===== src/rtl/hd44780_pkg.sv =====
// Shared HD44780 command bytes, ASCII constants and driver state types.
// HD44780_4BIT_EN selects the 4-bit function-set byte.
package hd44780_pkg;

    localparam logic [7:0] CMD_FUNC_8BIT = 8'h38;
    localparam logic [7:0] CMD_FUNC_4BIT = 8'h28;
    localparam logic [7:0] CMD_DISP_ON   = 8'h0C;
    localparam logic [7:0] CMD_CLEAR     = 8'h01;
    localparam logic [7:0] CMD_ENTRY     = 8'h06;
    localparam logic [7:0] CMD_DDRAM     = 8'h80;
    localparam logic [7:0] CMD_NOP       = 8'h00;

`ifdef HD44780_4BIT_EN
    localparam logic [7:0] CMD_FUNC_SET  = CMD_FUNC_4BIT;
`else
    localparam logic [7:0] CMD_FUNC_SET  = CMD_FUNC_8BIT;
`endif

    localparam logic [7:0] ASCII_ZERO    = 8'h30;
    localparam logic [7:0] ASCII_QMARK   = 8'h3F;
    localparam logic [7:0] ASCII_SPACE   = 8'h20;
    localparam logic [7:0] ASCII_COLON   = 8'h3A;
    localparam logic [7:0] ASCII_M       = 8'h4D;
    localparam logic [7:0] ASCII_P       = 8'h50;
    localparam logic [7:0] ASCII_A       = 8'h41;

    localparam logic [3:0] NIB_INIT      = 4'h2;

    typedef enum logic [2:0] {
        ST_IDLE,
        ST_SETUP,
        ST_EHIGH,
        ST_HOLD,
        ST_GAP
    } drv_state_t;

    typedef enum logic [1:0] {
        PH_INIT,
        PH_HI,
        PH_LO
    } nib_phase_t;

    localparam int CNT_W = 16;
    localparam logic [CNT_W-1:0] CNT_ONE = 1;

    // A state lasting N cycles loads N-1; zero is stretched to one cycle.
    function automatic logic [CNT_W-1:0] cyc_load(input int cyc);
        if (cyc <= 1) begin
            return '0;
        end
        return CNT_W'(cyc - 1);
    endfunction

endpackage


===== src/rtl/hd44780_char_encode.sv =====
// Combinational map from {data, sel, val} request codes to the HD44780 bus byte.
// HD44780_4BIT_EN changes the function-set command via the package.
module hd44780_char_encode
    import hd44780_pkg::*;
(
    input  logic       i_data,
    input  logic [2:0] i_sel,
    input  logic [3:0] i_val,
    output logic [7:0] o_byte
);

    logic [7:0] cmd_byte;
    logic [7:0] chr_byte;

    always_comb begin
        cmd_byte = CMD_NOP;
        unique case (i_sel)
            3'b100:  cmd_byte = CMD_FUNC_SET;
            3'b101:  cmd_byte = CMD_DISP_ON;
            3'b110:  cmd_byte = CMD_CLEAR;
            3'b111:  cmd_byte = CMD_ENTRY;
            3'b000:  cmd_byte = CMD_DDRAM | {4'b0, i_val};
            default: cmd_byte = CMD_NOP;
        endcase
    end

    always_comb begin
        chr_byte = ASCII_QMARK;
        unique case (i_sel[1:0])
            2'b00: chr_byte = (i_val <= 4'd9) ? ASCII_ZERO + {4'b0, i_val}
                                              : ASCII_QMARK;
            2'b01: chr_byte = i_val[0] ? ASCII_SPACE : ASCII_COLON;
            2'b10: chr_byte = ASCII_M;
            2'b11: chr_byte = i_val[0] ? ASCII_P : ASCII_A;
            default: chr_byte = ASCII_QMARK;
        endcase
    end

    assign o_byte = i_data ? chr_byte : cmd_byte;

endmodule


===== src/rtl/hd44780_bus_driver.sv =====
// Write-only HD44780 bus driver: edge-triggered request, timed RS/DB/E strobe.
// Defining HD44780_4BIT_EN sends each byte as two nibble strobes on DB[7:4].
module hd44780_bus_driver
    import hd44780_pkg::*;
#(
    parameter int TSU_CYC  = 5,
    parameter int TPW_CYC  = 30,
    parameter int THD_CYC  = 5,
    parameter int TGAP_CYC = 100
) (
    input  logic       i_clk,
    input  logic       i_reset,
    input  logic       i_data,
    input  logic       i_e_trigger,
    input  logic [2:0] i_sel,
    input  logic [3:0] i_val,
    output logic       o_lcd_rs,
    output logic       o_lcd_rw,
    output logic       o_lcd_e,
    output logic [7:0] o_lcd_db,
    output logic       o_busy,
    output logic       o_done,
    output logic       o_drop
);

    localparam logic [CNT_W-1:0] LD_SU  = cyc_load(TSU_CYC);
    localparam logic [CNT_W-1:0] LD_PW  = cyc_load(TPW_CYC);
    localparam logic [CNT_W-1:0] LD_HD  = cyc_load(THD_CYC);
    localparam logic [CNT_W-1:0] LD_GAP = cyc_load(TGAP_CYC);

    drv_state_t       state_q, state_d;
    logic [CNT_W-1:0] cnt_q, cnt_d;
    logic             trig_q, trig_d;
    logic             rs_q, rs_d;
    logic [7:0]       db_q, db_d;
    logic             e_q, e_d;
    logic             busy_q, busy_d;
    logic             done_q, done_d;
    logic             drop_q, drop_d;

    logic       rise;
    logic       idle;
    logic       start;
    logic       cnt_zero;
    logic       last_nib;
    logic [7:0] enc_byte;

    hd44780_char_encode u_encode (
        .i_data (i_data),
        .i_sel  (i_sel),
        .i_val  (i_val),
        .o_byte (enc_byte)
    );

    assign rise     = i_e_trigger & ~trig_q;
    assign idle     = (state_q == ST_IDLE);
    assign start    = rise & idle;
    assign cnt_zero = (cnt_q == '0);
    assign trig_d   = i_e_trigger;

`ifdef HD44780_4BIT_EN
    nib_phase_t phase_q, phase_d;
    logic [7:0] byte_q, byte_d;
    logic       init_q, init_d;

    assign last_nib = (phase_q == PH_LO);

    always_ff @(posedge i_clk) begin
        if (i_reset) begin
            phase_q <= PH_INIT;
            byte_q  <= 8'h00;
            init_q  <= 1'b0;
        end else begin
            phase_q <= phase_d;
            byte_q  <= byte_d;
            init_q  <= init_d;
        end
    end
`else
    assign last_nib = 1'b1;
`endif

    always_ff @(posedge i_clk) begin
        if (i_reset) begin
            state_q <= ST_IDLE;
            cnt_q   <= '0;
            trig_q  <= 1'b1;
            rs_q    <= 1'b0;
            db_q    <= 8'h00;
            e_q     <= 1'b0;
            busy_q  <= 1'b0;
            done_q  <= 1'b0;
            drop_q  <= 1'b0;
        end else begin
            state_q <= state_d;
            cnt_q   <= cnt_d;
            trig_q  <= trig_d;
            rs_q    <= rs_d;
            db_q    <= db_d;
            e_q     <= e_d;
            busy_q  <= busy_d;
            done_q  <= done_d;
            drop_q  <= drop_d;
        end
    end

    always_comb begin
        state_d = state_q;
        cnt_d   = cnt_q;
        unique case (state_q)
            ST_IDLE: begin
                if (start) begin
                    state_d = ST_SETUP;
                    cnt_d   = LD_SU;
                end
            end
            ST_SETUP: begin
                if (cnt_zero) begin
                    state_d = ST_EHIGH;
                    cnt_d   = LD_PW;
                end else begin
                    cnt_d = cnt_q - CNT_ONE;
                end
            end
            ST_EHIGH: begin
                if (cnt_zero) begin
                    state_d = ST_HOLD;
                    cnt_d   = LD_HD;
                end else begin
                    cnt_d = cnt_q - CNT_ONE;
                end
            end
            ST_HOLD: begin
                if (cnt_zero) begin
                    state_d = last_nib ? ST_IDLE : ST_GAP;
                    cnt_d   = last_nib ? '0 : LD_GAP;
                end else begin
                    cnt_d = cnt_q - CNT_ONE;
                end
            end
`ifdef HD44780_4BIT_EN
            ST_GAP: begin
                if (cnt_zero) begin
                    state_d = ST_SETUP;
                    cnt_d   = LD_SU;
                end else begin
                    cnt_d = cnt_q - CNT_ONE;
                end
            end
`endif
            default: begin
                state_d = ST_IDLE;
                cnt_d   = '0;
            end
        endcase
    end

    // Outputs are registered from the next state so E never glitches.
    always_comb begin
        rs_d   = rs_q;
        db_d   = db_q;
        e_d    = (state_d == ST_EHIGH);
        busy_d = (state_d != ST_IDLE);
        done_d = (state_d == ST_HOLD) && (cnt_d == '0) && last_nib;
        drop_d = rise & ~idle;
`ifdef HD44780_4BIT_EN
        phase_d = phase_q;
        byte_d  = byte_q;
        init_d  = init_q;
        if (start) begin
            rs_d    = i_data;
            byte_d  = enc_byte;
            init_d  = 1'b1;
            phase_d = init_q ? PH_HI : PH_INIT;
            db_d    = init_q ? {enc_byte[7:4], 4'h0} : {NIB_INIT, 4'h0};
        end else if (state_q == ST_GAP && state_d == ST_SETUP) begin
            phase_d = (phase_q == PH_INIT) ? PH_HI : PH_LO;
            db_d    = (phase_q == PH_INIT) ? {byte_q[7:4], 4'h0}
                                           : {byte_q[3:0], 4'h0};
        end
`else
        if (start) begin
            rs_d = i_data;
            db_d = enc_byte;
        end
`endif
    end

    assign o_lcd_rs = rs_q;
    assign o_lcd_rw = 1'b0;
    assign o_lcd_e  = e_q;
    assign o_lcd_db = db_q;
    assign o_busy   = busy_q;
    assign o_done   = done_q;
    assign o_drop   = drop_q;

endmodule

===== config.mk =====
export PLATFORM = sky130hd
export DESIGN_NAME = hd44780_bus_driver
export DESIGN_NICKNAME = d
export VERILOG_FILES = /design/src/rtl/hd44780_pkg.sv /design/src/rtl/hd44780_char_encode.sv /design/src/rtl/hd44780_bus_driver.sv
export SDC_FILE = /design/constraint.sdc
export NUM_CORES = 1
export LEC_CHECK = 0
export CORE_ASPECT_RATIO = 1.1
export CORE_MARGIN = 2
export CORE_UTILIZATION = 55
export DETAILED_ROUTE_END_ITERATION = 12
export PLACE_DENSITY = 0.79
export SLEW_MARGIN = 20
export SYNTH_ARGS = -nofsm -noshare
export SYNTH_HDL_FRONTEND = slang
export SYNTH_HIERARCHICAL = 1
export SYNTH_SLANG_ARGS = --single-unit

===== constraint.sdc =====
create_clock -name i_clk -period 4.7 [get_ports i_clk]
set_input_delay 0.705 -clock i_clk [delete_from_list [all_inputs] [get_ports i_clk]]
set_output_delay 0.705 -clock i_clk [all_outputs]
set_load 0.03 [all_outputs]

==> flow_summary.json, run 1 <==
{
  "htreeDepth": 2,
  "tns_ns": 0,
  "fin_skew_ns": 0.0104,
  "reg2reg_slack_ns": 1.80,
  "reg2reg_from": "cnt_q[1]",
  "synth_area_um2": 2060,
  "r2r-end": "o_done",
  "nets": 281,
  "drc": 0,
  "synth-compound-area-share": 0.235,
  "row_count": 23,
  "place_ws_ns": 1.71,
  "yosysWarnings": 6,
  "yosys.area_share.adder": 0.00607,
  "drtIter0Drc": 183,
  "synth-async-reset-ratio": 0,
  "synth_area_leaders": "dfxtp_1, a21oi_1, nor2_1",
  "numClockSinks": 33,
  "grt_max_degree": 16,
  "grt_pass1_vias": 1678,
  "wirelength_mm": 5.10,
  "drive_above_1_share": 0.122,
  "area_growth_pct": 12.4,
  "min_period_over_period": 0.618,
  "synth_top_area_share": 0.320,
  "hp-class": "flip-flop to flip-flop",
  "cellPowerDensity_nw_per_um2": 244,
  "fmax_ghz": 0.344,
  "route.antenna.remaining_nets": 0,
  "ys_ff_latch": 33,
  "dp_hpwl_mm": 3.55,
  "worstPathRequired_ns": 4.92,
  "path_buf_inv": 1,
  "post-place-cells": 312,
  "worst_pin_slew_ns": 0.941,
  "cts_root_buffer": "clkbuf_8",
  "muxShareOfSynthArea": 0.00485,
  "yosys.cell_types.count": 71,
  "critical_path_class": "flip-flop to flip-flop",
  "arrival_ns": 3.13,
  "cts_tree": "built",
  "antenna_found_initial": 0,
  "clock_latency_ns": 0.30,
  "via_per_inst": 6.07,
  "die_h_um": 68.2,
  "status": "finished clean",
  "critPathCaptureType": "flip-flop",
  "slew_viol_final": 0,
  "finalSetupViolations": 0,
  "utilization": 0.639,
  "die_area_um2": 4260,
  "vias": 1942,
  "critPathMaxFanout": 12,
  "critPathSlowestCell": "nor4b_2",
  "critical_path.top_delay_family": "simple AND/OR/NAND/NOR gates",
  "coreArea_um2": 3630,
  "power.leakage_nw": 0.802,
  "synthSimpleGateAreaFrac": 0.343,
  "start_util": 0.569,
  "maxCapViolations": 0,
  "synth-main-ff-cell": "dfxtp_1",
  "hold_ws_ns": 0.452,
  "io_buffer_count": 23,
  "crit_chain": "inv_1 > ha_1 > nor4b_2 > nand4_2 > nand2_1 > o2bb2ai_1 > or4_1 > nor4_2",
  "yosys.area_share.xor_xnor": 0.0127,
  "grt_pass1_wl_mm": 8.50,
  "gp_congestion": 0.932,
  "wl_per_cell_um": 15.9,
  "hold_viol": 0,
  "timing.final.ws_setup_ns": 1.80,
  "num_antenna_cells": 0,
  "grt_usage": 0.260,
  "syn_area_per_cell_um2": 7.99,
  "seq_area_frac_synth": 0.320,
  "synthCells": 258,
  "synth_top_family_by_area": "simple AND/OR/NAND/NOR gates",
  "critPathCapture": "o_done",
  "fin_cells": 320,
  "gr-total-overflow": 0,
  "r2r_cells": 8,
  "cp.depth": 8,
  "whs_path_depth": 2,
  "fp.dieW_um": 62.4,
  "drtPass1Iterations": 5,
  "clk_pin_slew_ns": 0.07,
  "cts_hold_buf": 0,
  "synth_top_cell_by_area": "dfxtp_1",
  "rsz0062_at_grt": "no",
  "maxSlewHeadroom": 0.372,
  "cts_resized": 0,
  "synth_edf_count": 0,
  "crit_path_start_kind": "flip-flop",
  "critical_path.startpoint": "cnt_q[1]",
  "n_fill_cell": 337,
  "critPathMaxStageDelay_ns": 0.57,
  "clockBufferDepth": 2,
  "io_pins": 25,
  "ir_drop_mv": 0.231,
  "post_cts_buffers": 0,
  "period_needed_ns": 2.90,
  "cts_buffers": 5,
  "synth_commonest_cells": "dfxtp_1, nor2_1, a21oi_1"
}
==> stage by stage <==
stage | total power [mW] | cell area, um2
finish | 0.565 | 2320
global route | 0.587 | 2320
CTS | 0.567 | 2320
detailed placement | 0.360 | 2230
global placement | 0.359 | 2230
floorplan | 0.341 | 2070
==> cells in the final DEF (no fill, tap or decap), types with 5 or more instances in the layout <==
| cell | count |
|---|---|
| nor2_1 | 33 |
| dfxtp_1 | 33 |
| a21oi_1 | 25 |
| clkdlybuf4s50_1 | 23 |
| nand2_1 | 15 |
| nand3_1 | 13 |
| nor3_1 | 7 |
| inv_1 | 6 |
| o21ai_0 | 6 |
| nor4_1 | 5 |
| nand3b_1 | 5 |
| o22ai_1 | 5 |
| clkbuf_8 | 5 |
==> power breakdown <==
group / leakage [nW] / internal [mW] / switching [mW]
clock: 0.0450 / 0.102 / 0.108
combinational: 0.490 / 0.0276 / 0.0419
sequential: 0.267 / 0.283 / 0.00258
total: 0.802 / 0.413 / 0.152
==> cell type report <==
cell class,count,area [um2],share of cell area
Multi-Input combinational cell,198,1250,0.538
Sequential cell,33,661,0.285
Timing Repair Buffer,24,238,0.103
Clock buffer,6,72.6,0.0313
Tap cell,50,62.6,0.0270
Inverter,7,26.3,0.0113
Clock inverter,2,10.0,0.00432
==> metal layers <==
layer | global-route usage | wire length (um)
met1 | 0.341 | 2300
met2 | 0.431 | 2370
met3 | 0.0411 | 326
met4 | 0.117 | 101
met5 | 0 | 0
==> flip-flops by register name, summed over array words and instances, names as in the netlist <==
name and flops:
state_q 3, o_busy 1, o_drop 1, o_lcd_rs 1, o_lcd_e 1, o_lcd_db 8
trig_q 1, o_done 1, cnt_q 16
==> tightest hold or removal path, cell delays in order (launching register included) <==
cell and delay (ns):
dfxtp_1 0.31, nand2_1 0.05, a21oi_1 0.05
==> cell families (layout without fill, tap and decap cells) <==
logic type	Yosys count	in the layout
and+or+nand+nor	120	120
AOI/OAI and AO/OA	71	71
DFF	33	33
buffers and inverters	28	39
xor gates and xnor gates	3	3
adders and majority gates	1	1
other	1	2
muxes	1	1
==> worst min-delay path by stage <==
| stage | from | end | slack [ns] |
|---|---|---|---|
| final | o_lcd_db[2] | o_lcd_db[2] | 0.45 |
| after detailed placement | o_lcd_db[2] | o_lcd_db[2] | 0.45 |
| after global placement | o_lcd_db[3] | o_lcd_db[3] | 0.45 |
| after floorplan | cnt_q[1] | cnt_q[1] | 0.51 |
| after global routing | o_lcd_db[0] | o_lcd_db[0] | 0.48 |
| after CTS | o_lcd_db[2] | o_lcd_db[2] | 0.45 |
Note: power is estimated with default switching activity, not from simulation.
==> run 2, diff against run 1 <==
==> constraint.sdc (replaced) <==
create_clock -name i_clk -period 2.89 [get_ports i_clk]
set_input_delay 0.4335 -clock i_clk [delete_from_list [all_inputs] [get_ports i_clk]]
set_output_delay 0.4335 -clock i_clk [all_outputs]
set_load 0.03 [all_outputs]
==> run 2 against run 1 <==
Against the previous run: clock-buffer cell count shrank 1; global-route usage grew 0.082 points; setup slack worse by 1.6 ns; register-to-register slack got worse by 1.6 ns; wire length increased by 1.5%; critical endpoint unchanged; cell area up 3.7%; non-clock buffer count grew 7; clock power grew 110%; final cell count increased by 2.2%; power is 82% higher; first-iteration DRC count shrank 3.8%; via count is 6.1% higher.
==> flow_summary.json, run 2 (synthesized netlist as in run 1, its figures left out) <==
{
  "finalSetupViolations": 0,
  "critPathSlowestCell": "or4_1",
  "row_count": 23,
  "post-place-cells": 319,
  "area_growth_pct": 16.5,
  "hp-class": "flip-flop to flip-flop",
  "intPower_uw": 766,
  "n_fill_cell": 332,
  "critPathCaptureType": "flip-flop",
  "final_cell_mix": "nor2_1, dfxtp_1, a21oi_1",
  "ir_drop_mv": 0.398,
  "grt_pass1_wl_mm": 8.63,
  "seqCellArea_um2": 661,
  "min_period_over_period": 0.929,
  "power.leakage_nw": 0.843,
  "post_cts_buffers": 0,
  "cts_tree": "built",
  "rsz0062_at_grt": "no",
  "htreeDepth": 2,
  "maxCapViolations": 0,
  "die_area_um2": 4260,
  "die_h_um": 68.2,
  "place_ws_ns": 0.267,
  "maxSlewHeadroom": 0.532,
  "fp.dieW_um": 62.4,
  "tns_ns": 0,
  "path_buf_inv": 1,
  "critPathMaxStageDelay_ns": 0.56,
  "worstPathRequired_ns": 3.10,
  "hold_viol": 0,
  "wirelength_mm": 5.18,
  "num_antenna_cells": 0,
  "wl_per_cell_um": 15.8,
  "drtPass1Iterations": 4,
  "crit_chain": "inv_1 > ha_1 > nor4b_2 > nand4_2 > a41oi_1 > a31oi_1 > or4_1 > nor4_2",
  "grt_usage": 0.261,
  "nets": 288,
  "critPathMaxFanout": 12,
  "via_per_inst": 6.30,
  "comb_power_share": 0.118,
  "cts_hold_buf": 0,
  "cellPowerDensity_nw_per_um2": 427,
  "critical_path.top_delay_family": "simple AND/OR/NAND/NOR gates",
  "critical_path_class": "flip-flop to flip-flop",
  "numClockSinks": 33,
  "clock_latency_ns": 0.29,
  "drc": 0,
  "clockBufferDepth": 2,
  "multiInputGateArea_um2": 1250,
  "regMostFlops": "cnt_q",
  "cts_resized": 0,
  "worst_pin_slew_ns": 0.696,
  "dpl_cell_area_um2": 2290,
  "period_needed_ns": 2.68,
  "cts_root_buffer": "clkbuf_8",
  "start_util": 0.569,
  "coreArea_um2": 3630,
  "crit_path_start_kind": "flip-flop",
  "io_pins": 25,
  "drtIter0Drc": 176,
  "slew_viol_final": 0,
  "pwr-share-seq": 0.452,
  "swShare": 0.253,
  "gp_congestion": 0.973,
  "cts_buffers": 5,
  "grt_pass1_vias": 1803,
  "route.antenna.remaining_nets": 0,
  "fin_area_um2": 2400,
  "p_sw_uw": 259,
  "drive_above_1_share": 0.148,
  "fin_cells": 327,
  "clk_pin_slew_ns": 0.07,
  "vias": 2061,
  "grt_max_degree": 16,
  "fin_skew_ns": 0.00850,
  "timing.final.ws_setup_ns": 0.206,
  "dp_hpwl_mm": 3.78,
  "antenna_found_initial": 0,
  "largest_register_ffs": 16,
  "status": "finished clean",
  "fmax_ghz": 0.373,
  "gr-total-overflow": 0,
  "io_buffer_count": 23,
  "p_clk_frac": 0.430,
  "arrival_ns": 2.89
}
## run 2: cell types whose count changed in the layout (fill, tap and decap cells not counted), sizes merged
| cell | change |
|---|---|
| clkbuf | -1 |
| buf | +7 |
| clkinv | -1 |
| bufinv | +1 |
| clkinvlp | +1 |
## run 2: cell type report
class                   instances  share of cell area
multi-input cells             198               0.519
clock inverters                 3              0.0193
flip-flops and latches         33               0.275
clock buffers                   5              0.0286
inverters                       7              0.0109
well taps                      50              0.0260
repair buffers                 31               0.121
## run 2: worst paths after layout
check	slack, ns	to	startpoint	depth (start not counted)
hold / removal	0.46	o_lcd_db[2]	o_lcd_db[2]	2
setup reg to reg	0.21	o_done	cnt_q[0]	8
setup / recovery	0.21	o_done	cnt_q[0]	8
hold reg to reg	0.46	o_lcd_db[2]	o_lcd_db[2]	2
## run 2: stage by stage
step	power (mW)	hold WS, ns	utilization
6_report	1.03	0.455	0.663
5_1_grt	1.06	0.488	0.663
4_1_cts	1.03	0.457	0.663
3_5_place_dp	0.592	0.447	0.631
3_3_place_gp	0.591	0.444	0.631
2_1_floorplan	0.554	0.513	-
## run 2: layer usage
| metal | vias to the layer above | GRT usage | share of wire |
|---|---|---|---|
| met5 | - | 0 | 0 |
| met4 | 0 | 0.0972 | 0.022 |
| met3 | 14 | 0.0559 | 0.089 |
| met2 | 99 | 0.442 | 0.47 |
| met1 | 969 | 0.333 | 0.42 |
| li1 | 979 | - | - |
## run 2: power groups by stage
stage          registers, mW  logic [mW]  clock network, mW
3_3_place_gp           0.474       0.117                  0
5_1_grt                0.464       0.130              0.462
6_report               0.464       0.121              0.441
2_1_floorplan          0.478      0.0764                  0
3_5_place_dp           0.474       0.118                  0
4_1_cts                0.463       0.119              0.447
## run 2: worst register-to-register path, stage by stage (launching register included)
cell and delay (ns):
dfxtp_1 0.35, inv_1 0.08, ha_1 0.21, nor4b_2 0.45, nand4_2 0.39, a41oi_1 0.35, a31oi_1 0.09, or4_1 0.56
nor4_2 0.14
==> run 3, diff against run 2 <==
--- a/config.mk
+++ b/config.mk
@@ -5,9 +5,11 @@
 export SDC_FILE = /design/constraint.sdc
 export NUM_CORES = 1
 export LEC_CHECK = 0
+export CELL_PAD_IN_SITES_DETAIL_PLACEMENT = 0
+export CELL_PAD_IN_SITES_GLOBAL_PLACEMENT = 1
 export CORE_ASPECT_RATIO = 1.1
 export CORE_MARGIN = 2
-export CORE_UTILIZATION = 55
+export CORE_UTILIZATION = 41
 export DETAILED_ROUTE_END_ITERATION = 12
 export PLACE_DENSITY = 0.79
 export SLEW_MARGIN = 20
==> run 3 against run 2 <==
Against the previous run: non-clock buffer count grew 3; fmax up 1.2%; wire length is 4.5% higher; sequential cell count stayed put; clock power fell by 19%; via count shrank 1.1%; sequential power barely moved; power decreased by 8.2%; first-iteration DRC count decreased by 5.7%; combinational power is essentially flat; clock-buffer cell count unchanged; critical path type unchanged.
==> flow_summary.json, run 3 (synthesized netlist as in run 1, its figures left out) <==
{
  "wl_per_cell_um": 16.0,
  "worstPathRequired_ns": 3.09,
  "grt_usage": 0.204,
  "ir_drop_mv": 0.235,
  "post-place-cells": 330,
  "cts_hold_buf": 0,
  "via_per_inst": 6.03,
  "grt_pass1_wl_mm": 9.09,
  "post_cts_buffers": 0,
  "dpl_cell_area_um2": 2320,
  "row_count": 27,
  "cellPowerDensity_nw_per_um2": 391,
  "crit_path_start_kind": "flip-flop",
  "fmax_ghz": 0.377,
  "maxSlewHeadroom": 0.637,
  "start_util": 0.418,
  "nets": 291,
  "route.antenna.remaining_nets": 0,
  "area_growth_pct": 16.7,
  "coreArea_um2": 4930,
  "cts_tree": "built",
  "final_cell_mix": "nor2_1, dfxtp_1, a21oi_1",
  "power.leakage_nw": 0.848,
  "critical_path.startpoint": "cnt_q[0]",
  "hp-class": "flip-flop to flip-flop",
  "dp_hpwl_mm": 3.91,
  "reg2reg_from": "cnt_q[0]",
  "regMostFlops": "cnt_q",
  "hold_ws_ns": 0.452,
  "finalSetupViolations": 0,
  "tns_ns": 0,
  "min_period_over_period": 0.917,
  "critPathMaxFanout": 5,
  "timing.final.ws_setup_ns": 0.239,
  "worst_pin_slew_ns": 0.539,
  "min_from": "o_lcd_db[2]",
  "fin_area_um2": 2410,
  "p_total_uw": 942,
  "htreeDepth": 2,
  "period_needed_ns": 2.65,
  "largest_register_ffs": 16,
  "drc": 0,
  "rsz0062_at_grt": "no",
  "gp_congestion": 0.892,
  "io_buffer_count": 23,
  "drtPass1Iterations": 4,
  "arrival_ns": 2.86,
  "grt_pass1_vias": 1871,
  "fin_skew_ns": 0.0119,
  "io_pins": 25,
  "critPathCaptureType": "flip-flop",
  "drtIter0Drc": 166,
  "fin_cells": 338,
  "antenna_found_initial": 0,
  "cts_resized": 0,
  "place_ws_ns": 0.298,
  "die_area_um2": 5610,
  "drive_above_1_share": 0.157,
  "clock_latency_ns": 0.29,
  "grt_max_degree": 16,
  "numClockSinks": 33,
  "gr-total-overflow": 0,
  "fp.dieW_um": 71.6,
  "critical_path_class": "flip-flop to flip-flop",
  "vias": 2039,
  "num_antenna_cells": 0,
  "cts_buffers": 5,
  "clk_pin_slew_ns": 0.08,
  "maxCapViolations": 0,
  "hold_viol": 0,
  "cts_root_buffer": "clkbuf_8",
  "clockBufferDepth": 2,
  "wirelength_mm": 5.41,
  "status": "finished clean",
  "die_h_um": 78.4,
  "utilization": 0.488,
  "slew_viol_final": 0
}
==> run 3: cell count changes in the layout (fill, tap and decap cells not counted) <==
cell       delta
bufinv_16     -1
clkinv_2      +2
buf_4         +3
clkinv_4      -1
==> run 3: per-layer routing <==
layer	vias up	GRT usage	part of all wire
met5	-	0	0
met3	13	0.0526	0.068
met4	0	0.0811	0.024
met2	88	0.315	0.47
met1	951	0.271	0.44
li1	987	-	-
==> run 3: worst paths after layout <==
check / to / slack (ns) / cells after the start
worst max register to register: o_done / 0.24 / 8
worst min register to register: o_lcd_db[2] / 0.45 / 2
worst min-delay path: o_lcd_db[2] / 0.45 / 2
worst max-delay path: o_done / 0.24 / 8
==> run 3: layout make-up <==
type / instances / area [um2]
well taps: 58 / 72.6
clock buffers: 5 / 68.8
repair buffers: 34 / 313
clock inverters: 3 / 17.5
multi-input cells: 198 / 1250
fillers: 509 / 2530
flip-flops and latches: 33 / 661
inverters: 7 / 26.3
==> run 3: power breakdown <==
part	total, mW	switching, mW	internal (mW)
Combinational	0.122	0.0716	0.0503
Sequential	0.464	0.00433	0.459
Clock	0.356	0.190	0.166
==> run 3: critical path, cell delays in order (launching register included) <==
cell and delay [ns]:
dfxtp_1 0.35, inv_1 0.08, ha_1 0.21, or4b_1 0.61, nor2_1 0.35, nand4_1 0.14, o311a_1 0.14, or4_1 0.53
nor4_2 0.15
